File: src/rtl/trace_debugger_if.sv
// Packet stream from the trace encoder toward trace storage.
// A packet transfers on a rising edge where packet_valid_o && packet_ready_i; while valid is
// high and ready is low, packet_o holds stable and valid stays high.
interface trace_debugger_if;
    logic [79:0] packet_o;
    logic        packet_valid_o;
    logic        packet_ready_i;

    modport master (output packet_o, output packet_valid_o, input packet_ready_i);
    modport slave  (input packet_o, input packet_valid_o, output packet_ready_i);
endinterface

File: src/rtl/trace_debugger.sv
// RISC-V retirement-port trace encoder: compresses retired instructions into start, branch-map,
// address and exception packets, buffered in a small FIFO drained over a valid/ready port.
module trace_debugger #(
    parameter int FIFO_DEPTH = 4
) (
    input  logic             clk_i,
    input  logic             rst_ni,
    input  logic             trace_enable_i,
    input  logic             ivalid_i,
    input  logic             iexception_i,
    input  logic             interrupt_i,
    input  logic [4:0]       cause_i,
    input  logic [31:0]      tval_i,
    input  logic [2:0]       priv_i,
    input  logic [31:0]      iaddr_i,
    input  logic [31:0]      instr_i,
    input  logic             compressed_i,
    trace_debugger_if.master pkt,
    output logic             overflow_o
);
    localparam int AW = $clog2(FIFO_DEPTH);
    localparam int CW = AW + 1;
    localparam logic [1:0] PKT_FULL  = 2'b00;
    localparam logic [1:0] PKT_ADDR  = 2'b01;
    localparam logic [1:0] PKT_START = 2'b10;
    localparam logic [1:0] PKT_EXC   = 2'b11;

    logic        prev_valid_q, prev_valid_d;
    logic [31:0] prev_addr_q, prev_addr_d;
    logic        prev_compressed_q, prev_compressed_d;
    logic        prev_branch_q, prev_branch_d;
    logic        prev_uninf_q, prev_uninf_d;
    logic [4:0]  count_q, count_d;
    logic [30:0] map_q, map_d;
    logic        start_pending_q, start_pending_d;

    logic        is_branch, is_uninf, not_taken;
    logic [4:0]  count_upd;
    logic [30:0] map_upd;
    logic        push;
    logic [79:0] push_pkt;

    // Compressed forms are only recognised when the core flags a 16-bit instruction.
    always_comb begin
        if (compressed_i) begin
            is_branch = (instr_i[1:0] == 2'b01) && (instr_i[15:14] == 2'b11);
            is_uninf  = (instr_i[1:0] == 2'b10) && (instr_i[15:13] == 3'b100) &&
                        (instr_i[6:2] == 5'd0) && (instr_i[11:7] != 5'd0);
        end else begin
            is_branch = (instr_i[6:0] == 7'b1100011);
            is_uninf  = (instr_i[6:0] == 7'b1100111) || (instr_i == 32'h3020_0073);
        end
    end

    always_comb begin
        prev_valid_d      = prev_valid_q;
        prev_addr_d       = prev_addr_q;
        prev_compressed_d = prev_compressed_q;
        prev_branch_d     = prev_branch_q;
        prev_uninf_d      = prev_uninf_q;
        count_d           = count_q;
        map_d             = map_q;
        start_pending_d   = start_pending_q;
        not_taken         = 1'b0;
        count_upd         = count_q;
        map_upd           = map_q;
        push              = 1'b0;
        push_pkt          = '0;
        if (!trace_enable_i) begin
            prev_valid_d    = 1'b0;
            count_d         = 5'd0;
            map_d           = 31'd0;
            start_pending_d = 1'b1;
        end else if (ivalid_i) begin
            // Resolve the previous branch by checking whether this instruction is its fall-through.
            if (prev_valid_q && prev_branch_q) begin
                not_taken = (iaddr_i == prev_addr_q + (prev_compressed_q ? 32'd2 : 32'd4));
                map_upd   = map_q | ({30'd0, not_taken} << count_q);
                count_upd = count_q + 5'd1;
            end
            count_d = count_upd;
            map_d   = map_upd;
            if (iexception_i) begin
                push            = 1'b1;
                push_pkt        = {4'd0, tval_i, cause_i, interrupt_i, map_upd, count_upd, PKT_EXC};
                count_d         = 5'd0;
                map_d           = 31'd0;
                prev_valid_d    = 1'b0;
                start_pending_d = 1'b1;
            end else begin
                if (start_pending_q) begin
                    push            = 1'b1;
                    push_pkt        = {43'd0, iaddr_i, priv_i, PKT_START};
                    start_pending_d = 1'b0;
                end else if (prev_valid_q && prev_uninf_q) begin
                    push     = 1'b1;
                    push_pkt = {10'd0, iaddr_i, map_upd, count_upd, PKT_ADDR};
                    count_d  = 5'd0;
                    map_d    = 31'd0;
                end else if (count_upd == 5'd31) begin
                    push     = 1'b1;
                    push_pkt = {42'd0, map_upd, 5'd31, PKT_FULL};
                    count_d  = 5'd0;
                    map_d    = 31'd0;
                end
                prev_valid_d      = 1'b1;
                prev_addr_d       = iaddr_i;
                prev_compressed_d = compressed_i;
                prev_branch_d     = is_branch;
                prev_uninf_d      = is_uninf;
            end
        end
    end

    logic [79:0]   mem_q [FIFO_DEPTH];
    logic [79:0]   mem_d [FIFO_DEPTH];
    logic [AW-1:0] wr_q, wr_d, rd_q, rd_d;
    logic [CW-1:0] cnt_q, cnt_d;
    logic          overflow_q, overflow_d;
    logic          pop, do_push, full;

    assign pkt.packet_valid_o = (cnt_q != '0);
    assign pkt.packet_o       = (cnt_q != '0) ? mem_q[rd_q] : '0;
    assign overflow_o         = overflow_q;
    assign full               = (cnt_q == CW'(FIFO_DEPTH));
    assign pop                = pkt.packet_valid_o && pkt.packet_ready_i;
    // A full FIFO still accepts a push when the head leaves in the same cycle.
    assign do_push            = push && (!full || pop);

    always_comb begin
        mem_d      = mem_q;
        wr_d       = wr_q;
        rd_d       = rd_q;
        cnt_d      = cnt_q;
        overflow_d = overflow_q | (push && !do_push);
        if (do_push) begin
            mem_d[wr_q] = push_pkt;
            wr_d        = wr_q + AW'(1);
        end
        if (pop) rd_d = rd_q + AW'(1);
        if (do_push && !pop) cnt_d = cnt_q + CW'(1);
        else if (!do_push && pop) cnt_d = cnt_q - CW'(1);
    end

    always_ff @(posedge clk_i) begin
        if (!rst_ni) begin
            prev_valid_q      <= 1'b0;
            prev_addr_q       <= 32'd0;
            prev_compressed_q <= 1'b0;
            prev_branch_q     <= 1'b0;
            prev_uninf_q      <= 1'b0;
            count_q           <= 5'd0;
            map_q             <= 31'd0;
            start_pending_q   <= 1'b1;
            mem_q             <= '{default: '0};
            wr_q              <= '0;
            rd_q              <= '0;
            cnt_q             <= '0;
            overflow_q        <= 1'b0;
        end else begin
            prev_valid_q      <= prev_valid_d;
            prev_addr_q       <= prev_addr_d;
            prev_compressed_q <= prev_compressed_d;
            prev_branch_q     <= prev_branch_d;
            prev_uninf_q      <= prev_uninf_d;
            count_q           <= count_d;
            map_q             <= map_d;
            start_pending_q   <= start_pending_d;
            mem_q             <= mem_d;
            wr_q              <= wr_d;
            rd_q              <= rd_d;
            cnt_q             <= cnt_d;
            overflow_q        <= overflow_d;
        end
    end
endmodule

File: src/flat_wrapper.sv
// flat-port wrapper written by rule: the top's interface ports become plain ports
module trace_debugger_flat 
#(
    parameter int FIFO_DEPTH = 4
)
  (clk_i, rst_ni, trace_enable_i, ivalid_i, iexception_i, interrupt_i, cause_i, tval_i, priv_i, iaddr_i, instr_i, compressed_i, overflow_o, pkt_packet_o, pkt_packet_valid_o, pkt_packet_ready_i);
  trace_debugger_if pkt_i ();
  input  logic clk_i;
  input  logic rst_ni;
  input  logic trace_enable_i;
  input  logic ivalid_i;
  input  logic iexception_i;
  input  logic interrupt_i;
  input  logic [4:0] cause_i;
  input  logic [31:0] tval_i;
  input  logic [2:0] priv_i;
  input  logic [31:0] iaddr_i;
  input  logic [31:0] instr_i;
  input  logic compressed_i;
  output logic overflow_o;
  output wire logic [$bits(pkt_i.packet_o)-1:0] pkt_packet_o;
  output wire logic [$bits(pkt_i.packet_valid_o)-1:0] pkt_packet_valid_o;
  input wire logic [$bits(pkt_i.packet_ready_i)-1:0] pkt_packet_ready_i;
  assign pkt_packet_o = pkt_i.packet_o;
  assign pkt_packet_valid_o = pkt_i.packet_valid_o;
  assign pkt_i.packet_ready_i = pkt_packet_ready_i;
  trace_debugger #(.FIFO_DEPTH(FIFO_DEPTH)) u_core (.clk_i(clk_i), .rst_ni(rst_ni), .trace_enable_i(trace_enable_i), .ivalid_i(ivalid_i), .iexception_i(iexception_i), .interrupt_i(interrupt_i), .cause_i(cause_i), .tval_i(tval_i), .priv_i(priv_i), .iaddr_i(iaddr_i), .instr_i(instr_i), .compressed_i(compressed_i), .pkt(pkt_i), .overflow_o(overflow_o));
endmodule
File: config.mk
export PLATFORM = sky130hd
export DESIGN_NAME = trace_debugger_flat
export DESIGN_NICKNAME = d
export VERILOG_FILES = /design/src/rtl/trace_debugger_if.sv /design/src/rtl/trace_debugger.sv /design/src/flat_wrapper.sv
export SDC_FILE = /design/constraint.sdc
export NUM_CORES = 1
export LEC_CHECK = 0
export ABC_AREA = 1
export CAP_MARGIN = 30
export CORE_MARGIN = 2
export CORE_UTILIZATION = 53
export DETAILED_ROUTE_END_ITERATION = 10
export MAX_ROUTING_LAYER = met4
export PLACE_DENSITY_LB_ADDON = 0.15
export SYNTH_ARGS = -nofsm -noshare
export SYNTH_HDL_FRONTEND = slang
export SYNTH_SLANG_ARGS = --single-unit
File: constraint.sdc
create_clock -name clk_i -period 5.5 [get_ports clk_i]
set_input_delay 0.825 -clock clk_i [delete_from_list [all_inputs] [get_ports clk_i]]
set_output_delay 0.825 -clock clk_i [all_outputs]
set_load 0.03 [all_outputs]
==> flow_metrics.tcl <==
set metrics [dict create \
    status "complete, no violations" \
    worst_pin_slew_ns 1.03 \
    r2r-start "u_core.prev_addr_q[1]$_SDFFE_PN0P_" \
    dp_hpwl_mm 45.0 \
    hold_depth 2 \
    seqCellArea_um2 7710 \
    yosysSeqAreaShare_pct 39.6 \
    dp_cells 3375 \
    cp_common_cell "a21oi_1" \
    syn2layout_area_growth_pct 17.2 \
    post_cts_buffers 0 \
    min_path_type "reg -> reg" \
    gp_congestion 1.02 \
    synthMuxAreaShare_pct 0 \
    fill_cells 3360 \
    synth_edf_count 0 \
    worstSetupEndpointType "output port" \
    critPathArrivalTime_ns 3.63 \
    critPathCapture "pkt_packet_o[61]" \
    wl_mm 67.7 \
    die_h_um 196 \
    num_rows 70 \
    via_per_inst 5.83 \
    finalCriticalPeriod_ns 4.45 \
    path_class "reg -> out" \
    fmax_mhz 225 \
    die_area_um2 38300 \
    syn_inst 2885 \
    hold_viol 0 \
    cts_hold_buf 0 \
    path_cells "inv_2 > buf_4 > a21oi_1 > o21ai_0 > a21oi_1 > clkdlybuf4s50_1" \
    synth_xor_area_share_pct 1.28 \
    power.total_mw 8.41 \
    grt_overflow 0 \
    synthSimpleGateAreaFrac_pct 20.3 \
    synth_top_family_by_area "compound AO/OA/AOI/OAI gates" \
    layout.nets 3075 \
    relSlewSlack_pct 31.4 \
    peakVddDrop_uv 350 \
    cts-buffers-inserted 42 \
    die_x_um 196 \
    clk_path_buf_depth 3 \
    reg2reg_to "u_core.mem_q[23]$_SDFFE_PN0P_" \
    dr.pass1.iters 8 \
    ys.flop_type "dfxtp_1" \
    netlist_top_cells_count "a21oi_1 (477), nand2_1 (424), o21ai_0 (387)" \
    drcViolationCount 0 \
    setup_ws_ns 1.05 \
    setup-tns-final_ns 0 \
    grtUsageTotal_pct 35.8 \
    coreArea_um2 36400 \
    portBuffers 189 \
    start_kind "flop" \
    synth_compound_area_share_pct 26.9 \
    dr_total_vias 20102 \
    synth_cell_types 46 \
    p_leak_nw 9.00 \
    whs_ns 0.452 \
    cpMaxStageDelayCell "dfxtp_2" \
    final_core_util_pct 62.7 \
    ant_nets 0 \
    synth.most_common_cell "a21oi_1" \
    ios 194 \
    synth_top_area_share_pct 39.6 \
    multi_input_area_um2 9610 \
    first_iter_violations 2040 \
    cts_sinks 385 \
    cts_tree "done" \
    cts_root_buf "clkbuf_16" \
    r2r_setup_slack_ns 2.08 \
    grt_pass1_vias 18791 \
    synth-adder-area-share_pct 0.719 \
    synth_area_um2 19500 \
    setup_viol 0 \
    dpl_cell_area_um2 21400 \
    power.density_nw_per_um2 369 \
    critPathRequiredTime_ns 4.68 \
    start_util_pct 53.5 \
    drv_cap 0 \
    clkLatencyLatePin_ns 0.58 \
    rsz0062_at_grt "false" \
    cp_max_fo 47 \
    grt_max_degree 111 \
    n_antenna_cell 0 \
    maxSlewViolCount 0 \
    yosys_warnings 0 \
    instances_no_fill 3449 \
    worstSetupStartpoint "u_core.rd_q[1]$_SDFFE_PN0P_" \
    crit_path_max_incr_delay_ns 0.73 \
    cts_resized 0 \
    reg2regPathDepth 20 \
    yosys_register_bits 385 \
    synth.avg_cell_area_um2 6.75 \
    design_area_um2 22800 \
    grt_pass1_wl_mm 105 \
    antenna_found_initial 0 \
    cts.clk_slew.worst_paths_ns 0.06 \
    synthArstFlopShare_pct 0 \
    avgRoutedWirePerCell_um 19.6 \
    finalClockSkew_ns 0.0179 \
    period_share_pct 81.0 \
    ys_top_cells_by_area "dfxtp_1 (40%), a21oi_1 (12%), o21ai_0 (9.9%)" \
    layout-drive-gt1-share_pct 5.20 \
    synth_area_leader_cell "dfxtp_1" \
    htreeDepth 2 \
    place_ws_ns 1.45 \
]
-- routing by layer --
| metal | share of wire, % | wire length (µm) | global-route usage [%] |
|---|---|---|---|
| met2 | 45 | 30200 | 54.8 |
| met3 | 8.2 | 5570 | 6.57 |
| met4 | 4.5 | 3050 | 15.3 |
| met1 | 43 | 28900 | 46.6 |
| met5 | 0 | 0 | - |
-- area by class of cell --
class	instances	area share, %
clock buffer	62	5.42
timing repair buffer	225	10.0
inverter	343	5.67
tap	468	2.57
multi-input combinational	1956	42.1
clock inverter	10	0.444
sequential	385	33.8
-- power breakdown --
part	switching [mW]	internal [mW]
registers	0.119	2.91
logic	1.71	0.892
clock network	1.18	1.60
total	3.01	5.41
-- cells by family after synthesis --
logic type | count (synthesis)
XOR/XNOR | 26
AO/OA/AOI/OAI | 991
flip-flops | 385
adder cells (fa/ha/maj) | 10
buffers and inverters | 547
other | 1
AND/OR/NAND/NOR | 925
-- critical path, delay by kind of cell (launching register included) --
kind	cells	cell delay, ns
flops	1	0.73
buf+inv	3	1.75
compound gates	3	0.54
-- how the worst min path moves through the flow --
stage                                              start                              to  slack, ns
after CTS                 u_core.mem_q[126]$_SDFFE_PN0P_  u_core.mem_q[126]$_SDFFE_PN0P_       0.45
after global routing      u_core.mem_q[126]$_SDFFE_PN0P_  u_core.mem_q[126]$_SDFFE_PN0P_       0.47
after global placement    u_core.mem_q[201]$_SDFFE_PN0P_  u_core.mem_q[201]$_SDFFE_PN0P_       0.44
after detailed placement  u_core.mem_q[126]$_SDFFE_PN0P_  u_core.mem_q[126]$_SDFFE_PN0P_       0.45
after floorplan            u_core.mem_q[44]$_SDFFE_PN0P_   u_core.mem_q[44]$_SDFFE_PN0P_       0.43
final                      u_core.mem_q[66]$_SDFFE_PN0P_   u_core.mem_q[66]$_SDFFE_PN0P_       0.45
-- sequential cells by signal (all words and copies together) (netlist names) --
name                      cells
u_core.prev_addr_q           32
u_core.cnt_q                  3
u_core.wr_q                   2
u_core.count_q                5
u_core.mem_q                304
u_core.overflow_o             1
u_core.prev_uninf_q           1
u_core.start_pending_q        1
u_core.prev_valid_q           1
u_core.rd_q                   2
u_core.prev_compressed_q      1
u_core.map_q                 31
u_core.prev_branch_q          1
-- cell usage in the layout (no fill, tap or decap), types with 9 or more instances in the layout --
cell and n:
a21oi_1 477, nand2_1 422, o21ai_0 387, dfxtp_1 383
inv_1 328, nor2_1 234, clkdlybuf4s50_1 188, nand3_1 180
o21a_1 42, clkbuf_16 42, buf_4 28, o21ai_1 25
o21bai_1 16, xor2_1 15, nor3_1 15, nand4_1 14
and3_1 14, o211ai_1 12, nor2_2 11, clkbuf_8 11
clkinv_2 10, xnor2_1 9, clkbuf_1 9
Power figures use the tool's default switching activity.
